`config.mk`:
```
export PLATFORM = sky130hd
export DESIGN_NAME = serial_adder
export DESIGN_NICKNAME = d
export VERILOG_FILES = /design/src/rtl/serial_adder.sv
export SDC_FILE = /design/constraint.sdc
export NUM_CORES = 1
export LEC_CHECK = 0
export ABC_AREA = 1
export BUFFER_PORTS_ARGS = -buffer_cell sky130_fd_sc_hd__buf_4
export CAP_MARGIN = 0
export CORE_AREA = 2 2 59 61
export CTS_BUF_LIST = sky130_fd_sc_hd__clkbuf_4
export DETAILED_ROUTE_END_ITERATION = 10
export DIE_AREA = 0 0 61 63
export GPL_ROUTABILITY_DRIVEN = 0
export PLACE_DENSITY = 0.75
export SETUP_SLACK_MARGIN = 0.2
export SLEW_MARGIN = 10
export SYNTH_ARGS = -nofsm -noshare
export SYNTH_HDL_FRONTEND = slang
export SYNTH_SLANG_ARGS = --single-unit
export TNS_END_PERCENT = 50
```
`constraint.sdc`:
```
create_clock -name clk -period 1.3 [get_ports clk]
set_input_delay 0.065 -clock clk [delete_from_list [all_inputs] [get_ports clk]]
set_output_delay 0.065 -clock clk [all_outputs]
set_load 0.03 [all_outputs]
```
`src/rtl/serial_adder.sv`:
```
// serial_adder: clocked bit-serial adder with four-phase req/fin handshake.
// Operands are latched at acceptance and summed LSB-first, one bit per clock.
// The run stops early once every remaining operand bit and the carry are
// zero; unprocessed sum bits are known to be zero and stay cleared.
module serial_adder #(
  parameter int WIDTH = 8
) (
  input  logic             clk,
  input  logic             rst_n,
  input  logic             req,
  input  logic [WIDTH-1:0] a,
  input  logic [WIDTH-1:0] b,
  output logic             fin,
  output logic             busy,
  output logic [WIDTH-1:0] s,
  output logic             cout
);

  localparam int IW = (WIDTH > 1) ? $clog2(WIDTH) : 1;

  typedef enum logic [1:0] {
    ST_IDLE = 2'd0,
    ST_RUN  = 2'd1,
    ST_DONE = 2'd2
  } state_t;

  state_t           r_state;
  state_t           w_state_nxt;

  logic [WIDTH-1:0] r_ra;
  logic [WIDTH-1:0] r_rb;
  logic             r_carry;
  logic [IW-1:0]    r_i;
  logic [WIDTH-1:0] r_s;
  logic             r_cout;

  logic             w_sum_bit;
  logic             w_carry_nxt;
  logic [WIDTH-1:0] w_ra_sh;
  logic [WIDTH-1:0] w_rb_sh;
  logic             w_last_bit;
  logic             w_rest_zero;
  logic             w_run_end;
  logic             w_accept;

  // Full-adder cell on the current LSBs plus termination conditions
  always_comb begin
    w_sum_bit   = r_ra[0] ^ r_rb[0] ^ r_carry;
    w_carry_nxt = (r_ra[0] & r_rb[0]) | (r_ra[0] & r_carry) | (r_rb[0] & r_carry);
    w_ra_sh     = {1'b0, r_ra[WIDTH-1:1]};
    w_rb_sh     = {1'b0, r_rb[WIDTH-1:1]};
    w_last_bit  = (r_i == IW'(WIDTH - 1));
    // Nothing left that could set a higher sum bit: stop early
    w_rest_zero = (w_ra_sh == '0) && (w_rb_sh == '0) && !w_carry_nxt;
    w_run_end   = (r_state == ST_RUN) && (w_rest_zero || w_last_bit);
    w_accept    = (r_state == ST_IDLE) && req;
  end

  // State register
  always_ff @(posedge clk or negedge rst_n) begin
    if (!rst_n) begin
      r_state <= ST_IDLE;
    end else begin
      r_state <= w_state_nxt;
    end
  end

  // Next-state logic: req is only looked at in IDLE and DONE
  always_comb begin
    w_state_nxt = r_state;
    unique case (r_state)
      ST_IDLE: if (req)       w_state_nxt = ST_RUN;
      ST_RUN:  if (w_run_end) w_state_nxt = ST_DONE;
      ST_DONE: if (!req)      w_state_nxt = ST_IDLE;
      default:                w_state_nxt = ST_IDLE;
    endcase
  end

  // Output decode from the registered state only (no req-to-fin path)
  always_comb begin
    fin  = 1'b0;
    busy = 1'b0;
    unique case (r_state)
      ST_RUN:  busy = 1'b1;
      ST_DONE: fin  = 1'b1;
      default: ;
    endcase
  end

  // Operand shift registers, carry and bit index
  always_ff @(posedge clk or negedge rst_n) begin
    if (!rst_n) begin
      r_ra    <= '0;
      r_rb    <= '0;
      r_carry <= 1'b0;
      r_i     <= '0;
    end else if (w_accept) begin
      r_ra    <= a;
      r_rb    <= b;
      r_carry <= 1'b0;
      r_i     <= '0;
    end else if (r_state == ST_RUN) begin
      r_ra    <= w_ra_sh;
      r_rb    <= w_rb_sh;
      r_carry <= w_carry_nxt;
      r_i     <= r_i + IW'(1);
    end
  end

  // Sum and carry-out: cleared on accept, built during RUN, held otherwise
  always_ff @(posedge clk or negedge rst_n) begin
    if (!rst_n) begin
      r_s    <= '0;
      r_cout <= 1'b0;
    end else if (w_accept) begin
      r_s    <= '0;
      r_cout <= 1'b0;
    end else if (r_state == ST_RUN) begin
      r_s[r_i] <= w_sum_bit;
      // Early exit guarantees a zero carry, so only a full run can carry out
      if (w_run_end) begin
        r_cout <= w_last_bit ? w_carry_nxt : 1'b0;
      end
    end
  end

  assign s    = r_s;
  assign cout = r_cout;

endmodule

```
-- After elaboration in Yosys (flattened, before gate mapping)
Index checks and enable logic that the tools add are counted.
- add/subtract/negate cells: 1
- order comparisons: 2
- equal/unequal tests: 6
- multiplexer cells: 23
- bitwise gates (word level): 7
- reductions and logical operators: 14
- operators by type and width (cell ; count):
    2-to-1 mux 8 bit ; 6
    logical NOT 7 bit ; 2
    2-to-1 mux 1 bit ; 9
    bitwise mux 8 bit ; 1
    2-to-1 mux 2 bit ; 3
    2-to-1 mux 3 bit ; 2
    != test 2 bit (second input constant) ; 3
    case mux 2 bit (3 select lines) ; 1
    logical AND 1 bit ; 5
    < comparator 3 x 4 -> 1 bit (second input constant) ; 1
    nonzero test 2 bit ; 2
    adder 3 x 1 -> 3 bit (second input constant) ; 1
    bitwise AND 1 bit ; 3
    demux 1 bit (select 3 bit) ; 1
    == test 3 bit (second input constant) ; 1
    >= comparator 3 x 1 -> 1 bit (second input constant) ; 1
    AND reduction 3 bit ; 1
    == test 2 x 1 -> 1 bit (second input constant) ; 1
    == test 2 bit (second input constant) ; 1
    logical NOT 2 bit ; 1
    OR 1 bit ; 2
    AND reduction 2 bit ; 1
    bitwise XOR 1 bit ; 2
    logical NOT 1 bit ; 1
    logical OR 1 bit ; 1
- register bits: 31
- input bits: 19
- output and inout port bits: 11
- logic and storage cells: 60

-- Depth between registers and ports, before layout
- word-level depth: 10
- mapped depth: 10
- gate-level depth less buffers: 10

-- Worst setup path after synthesis
Ideal clock, no wire load.
- path type: register to register
- start: register r_ra[0]
- end: register r_cout, in the netlist cout
- library setup time: 0.113 ns
- arrival time: 1.300 ns
- data required time: 1.187 ns
- slack: -0.113 ns
- stages on the path, launching flop included: 10
- path buffers: 0
- period minus slack after synthesis: 1.413 ns
- path through: dfrtp_1 > fa_1 > inv_1 > nand2_1 > nor2_1 > nand2_1 > nand2_1 > nand3_1 > nand2_1 > inv_1
- longest elaborated chain between the ends: 9
- elaborated cells on any way between the ends: 14
- those cells by class: 4 x mux; 4 x bitwise; 6 x reduce/logical
- RTL lines (what ; RTL line ; RTL):
    start, declared ; 30 ; logic [WIDTH-1:0] r_ra;
    start signal, assigned ; 103 ; r_ra <= w_ra_sh;
    bitwise AND 1 bit ; 49 ; w_carry_nxt = (r_ra[0] & r_rb[0]) | (r_ra[0] & r_carry) | (r_rb[0] & r_carry);
    OR 1 bit * (2 in series) ; 49 ;
    logical NOT 1 bit ; 54 ; w_rest_zero = (w_ra_sh == '0) && (w_rb_sh == '0) && !w_carry_nxt;
    logical AND 1 bit ; 54 ;
    logical OR 1 bit ; 55 ; w_run_end = (r_state == ST_RUN) && (w_rest_zero || w_last_bit);
    logical AND 1 bit ; 55 ;
    nonzero test 2 bit (no source line) ; -- ;
    AND reduction 2 bit (no source line) ; -- ;
    end signal, assigned ; 122 ; r_cout <= w_last_bit ? w_carry_nxt : 1'b0;
    end, declared ; 35 ; logic r_cout;
Every way passes the cells marked *; elsewhere a longest branch is shown, timed or not. The select of a mux whose other input is x is not followed.
A chain may end at the register's enable or synchronous reset.

-- Worst setup path in the final report
- start: register r_ra[0]
- end: register r_state[0]
- longest elaborated chain between the ends: 9
- elaborated cells on any way between the ends: 10
- those cells by class: 1 x eq/ne; 4 x bitwise; 5 x reduce/logical
- RTL lines (what ; RTL line ; RTL):
    bitwise AND 1 bit ; 49 ;
    OR 1 bit * (2 in series) ; 49 ;
    logical NOT 1 bit * ; 54 ;
    logical AND 1 bit * ; 54 ;
    logical OR 1 bit * ; 55 ;
    logical AND 1 bit * ; 55 ;
    != test 2 bit (no source line) * ; -- ;
    AND reduction 3 bit (no source line) * ; -- ;
    end signal, assigned ; 64 ; r_state <= w_state_nxt;
    end, declared ; 27 ; state_t r_state;
Every way passes the cells marked *; elsewhere a longest branch is shown, timed or not.

==> Implementation_results.wiki <==
{| class="wikitable"
! Metric !! Value
|-
| Diode count || 0
|-
| Hold crit path type || input port to async pin
|-
| Reg-to-Reg End || r_state[0]
|-
| Vias in the first global route || 1567
|-
| Drt drc || 0
|-
| Path depth of the worst reg2reg path || 8
|-
| Status || complete, but fails checks
|-
| Core area || 0.003232 mm²
|-
| Combinational cell fraction of total power || 60.1%
|-
| Arrival time at the worst endpoint || 1.69 ns
|-
| Least-Margin Pin Slew || 0.3884 ns
|-
| Reported max-cap violation count || 0
|-
| Final WL || 3915 µm
|-
| WHS || 0.1851 ns
|-
| Iteration-0 DRC Markers || 56
|-
| Max Root-Sink Buffers || 2
|-
| Kind of critical path || register to register
|-
| R2r setup slk || -0.16 ns
|-
| Dpl cells || 246
|-
| Cells after synthesis || 171
|-
| Startpoint kind of the worst setup timing path || register
|-
| CTS buffer count || 5
|-
| Cell-by-cell listing of the critical path || fa_2 > inv_2 > nand2_1 > nor2_1 > nand2_1 > nand2_2 > buf_4 > o21ai_0
|-
| Shortest period the worst path allows || 1.465 ns
|-
| Initial standard-cell utilization of the core || 48.51%
|-
| Number of detailed-routing iterations run before antenna repair || 4
|-
| Family with the most delay on the worst path || flip-flops
|-
| Post-synthesis sequential element count || 31
|-
| Proportion of netlist area held by the largest area contributor || 49.48%
|-
| Cell at the root of the clock tree || sky130_fd_sc_hd__clkbuf_4
|-
| Mapped Avg Cell Area || 9.168 µm²
|-
| Register area share after synthesis || 49.48%
|-
| Initial antenna violation count || 0
|-
| Final worst-path setup slack || -0.1646 ns
|-
| Final hold viol count || 0
|-
| Number of nets in the synthesized netlist || 193
|-
| Final-report setup violation count || 11
|-
| Die height || 63 µm
|-
| Clock Power Share || 9.8%
|-
| Violations in the final reports || negative setup slack
|-
| TritonCTS sink count || 31
|-
| Leakage power || 1.110 nW
|-
| Internal power component || 0.002905 W
|-
| Number of nets with antenna violations after routing || 0
|-
| Pins Over Slew Limit || 0
|-
| Total power after layout || 0.005294 W
|-
| Peak supply drop || 0.0009787 V
|-
| Total gr overflow || 0
|-
| Number of different library cells in the post-synthesis netlist || 21
|-
| Number of nets in the layout || 260
|-
| Die Span X || 61 µm
|-
| Number of port buffers || 29
|-
| Most frequent cells in the layout || 39 x sky130_fd_sc_hd__buf_4, 34 x sky130_fd_sc_hd__nand2_1, 31 x sky130_fd_sc_hd__dfrtp_1
|-
| GRT Util Overall || 24.30%
|-
| Number of primary I/O pins || 30
|-
| Die ar. || 0.003843 mm²
|-
| Worst rel slew slack || 74.11%
|-
| Part of the cycle the worst path needs || 112.7%
|-
| Switching fraction of total power || 45.14%
|-
| Detail-routed net length per standard cell || 13.79 µm
|-
| Largest net degree at the start of global routing || 32
|-
| Summed instance area of the synthesized netlist || 0.001568 mm²
|-
| CP max FO || 3
|-
| Synth-to-Final Area Change || 48.44%
|-
| Worst-path clk slew || 0.10 ns
|-
| Clock latency on the worst-skew pair || 0.34 ns
|-
| WP data required || 1.52 ns
|-
| Power share of the sequential group || 30.2%
|-
| Reg2Reg Launch Point || r_ra[0]
|-
| Switching power || 0.002390 W
|-
| Setup repair after global routing missed its margin || true
|-
| Placement row count || 21
|-
| TritonCTS clock tree || built
|-
| First-pass GRT wire length || 6775 µm
|-
| Half-perimeter wire length of the detailed placement result || 2320 µm
|-
| Critical path's largest stage delay || 0.42 ns
|-
| Largest cells by area after synthesis || sky130_fd_sc_hd__dfrtp_1 49%, sky130_fd_sc_hd__nand2_1 11%, sky130_fd_sc_hd__inv_1 4.8%
|-
| Fill cell instance count of the final layout || 238
|-
| Warning count from the yosys run || 0
|-
| Max stage delay cell, worst path || sky130_fd_sc_hd__dfrtp_1
|-
| Number of vias per cell after detailed routing || 5.028
|-
| Most common cell after layout, fill and taps aside || sky130_fd_sc_hd__buf_4
|-
| Non-filler instance count after layout || 284
|-
| Cell taking the most area after synthesis || sky130_fd_sc_hd__dfrtp_1
|-
| Clock Skew || 0.01151 ns
|-
| Buffers & Inverters on Critical Path || 2
|-
| Endpoint kind of the worst setup timing path || register
|-
| Layout cells sized above 1 || 41.60%
|-
| Cell type with the highest occurrence count on the critical path || sky130_fd_sc_hd__nand2_1
|-
| Power density over the cells || 2275 mW/mm²
|-
| Achievable frequency || 682.8 MHz
|-
| Count of vias placed by the detailed router || 1428
|-
| Number of levels in the clock H-tree || 2
|}
-- routing by layer --
layer | share of wire [%] | global-route usage, %
met4 | 2.1 | 10.33
met2 | 53 | 39.92
met1 | 41 | 28.34
met3 | 3.9 | 7.867
met5 | 0 | 0
-- through the flow --
step | util, % | TNS, ns | worst slack (ns) | cell area [µm²]
6_report | 72.01 | -0.8565 | -0.1646 | 2327
5_1_grt | 72.01 | -1.469 | -0.2373 | 2327
4_1_cts | 70.89 | -0.4797 | -0.08503 | 2291
3_5_place_dp | 57.18 | -0.4271 | -0.1235 | 1848
3_3_place_gp | 57.18 | -0.07929 | -0.07077 | 1848
2_1_floorplan | - | -0.04832 | -0.04832 | 1573
-- power groups by stage --
stage	Sequential, W	Clock [W]	Combinational [W]
4_1_cts	0.00158	0.000537	0.00305
3_3_place_gp	0.00157	0	0.00232
6_report	0.00160	0.000517	0.00318
2_1_floorplan	0.00177	0	0.00159
5_1_grt	0.00165	0.000582	0.00349
3_5_place_dp	0.00160	0	0.00243
-- worst max-delay path by stage --
| stage | start | endpoint | depth (start not counted) |
|---|---|---|---|
| floorplan | r_carry | cout | 10 |
| global placement | r_carry | cout | 10 |
| detailed placement | r_carry | cout | 10 |
| CTS | r_ra[0] | cout | 10 |
| global route | r_ra[0] | cout | 10 |
| finish | r_ra[0] | r_state[0] | 8 |
-- cell families after synthesis --
group                    count (synthesis)  synth area share [%]
AO/OA/AOI/OAI                           25                 14.37
adder cells (fa/ha/maj)                  3                 2.873
buffers and inverters                   29                 8.938
flip-flops                              31                 49.48
multiplexers                             6                 3.831
AND/OR/NAND/NOR                         77                 20.51
-- cells in the mapped netlist --
| master | n |
|---|---|
| sky130_fd_sc_hd__dfrtp_1 | 31 |
| sky130_fd_sc_hd__nor2_1 | 20 |
| sky130_fd_sc_hd__inv_2 | 4 |
| sky130_fd_sc_hd__ha_1 | 2 |
| sky130_fd_sc_hd__o211ai_1 | 2 |
| sky130_fd_sc_hd__inv_1 | 20 |
| sky130_fd_sc_hd__nand2_4 | 2 |
| sky130_fd_sc_hd__nand2_1 | 47 |
| sky130_fd_sc_hd__o221ai_1 | 7 |
| sky130_fd_sc_hd__a21oi_2 | 1 |
| sky130_fd_sc_hd__o21ai_0 | 2 |
| sky130_fd_sc_hd__o221ai_2 | 5 |
| sky130_fd_sc_hd__nand3b_2 | 1 |
| sky130_fd_sc_hd__buf_6 | 4 |
| sky130_fd_sc_hd__fa_1 | 1 |
| sky130_fd_sc_hd__buf_2 | 1 |
| sky130_fd_sc_hd__mux2i_1 | 6 |
| sky130_fd_sc_hd__a21oi_1 | 4 |
| sky130_fd_sc_hd__nand2_2 | 1 |
| sky130_fd_sc_hd__o21ai_2 | 4 |
| sky130_fd_sc_hd__nand3_1 | 6 |
-- repair_timing --
| action | 4_1_cts | 5_1_grt |
|---|---|---|
| pin swaps | 15 | 4 |
| hold buffers | 18 | 0 |
| gates resized for setup | 36 | 5 |
| cloned | 1 | 0 |
| buffers inserted | 9 | 3 |
| hold endpoints to repair | 48 | 0 |
| endpoints found under the setup margin | 33 | 33 |
-- worst register-to-register path, delay by kind of cell, from the launching register on --
kind / cells / cell delay (ns)
AND/OR/NAND/NOR: 4 / 0.30
AO/OA/AOI/OAI: 1 / 0.06
adder cells (fa/ha/maj): 1 / 0.40
flip-flops: 1 / 0.42
buffers and inverters: 2 / 0.17
-- registers in the layout, summed over array words and instances (netlist names) --
name / count
cout: 1
r_carry: 1
r_i: 3
r_ra: 8
r_rb: 8
r_state: 2
s: 8
-- area by class of cell --
| class | instances | area (µm²) | share of cell area, % |
|---|---|---|---|
| Clock buffer | 5 | 37.54 | 1.613 |
| Clock inverter | 2 | 8.758 | 0.3763 |
| Inverter | 24 | 100.1 | 4.301 |
| Multi-Input combinational cell | 111 | 765.7 | 32.90 |
| Sequential cell | 31 | 775.7 | 33.33 |
| Tap cell | 46 | 57.56 | 2.473 |
| Timing Repair Buffer | 64 | 578.1 | 24.84 |
| Timing Repair inverter | 1 | 3.754 | 0.1613 |
Note: power is estimated with default switching activity, not from simulation.
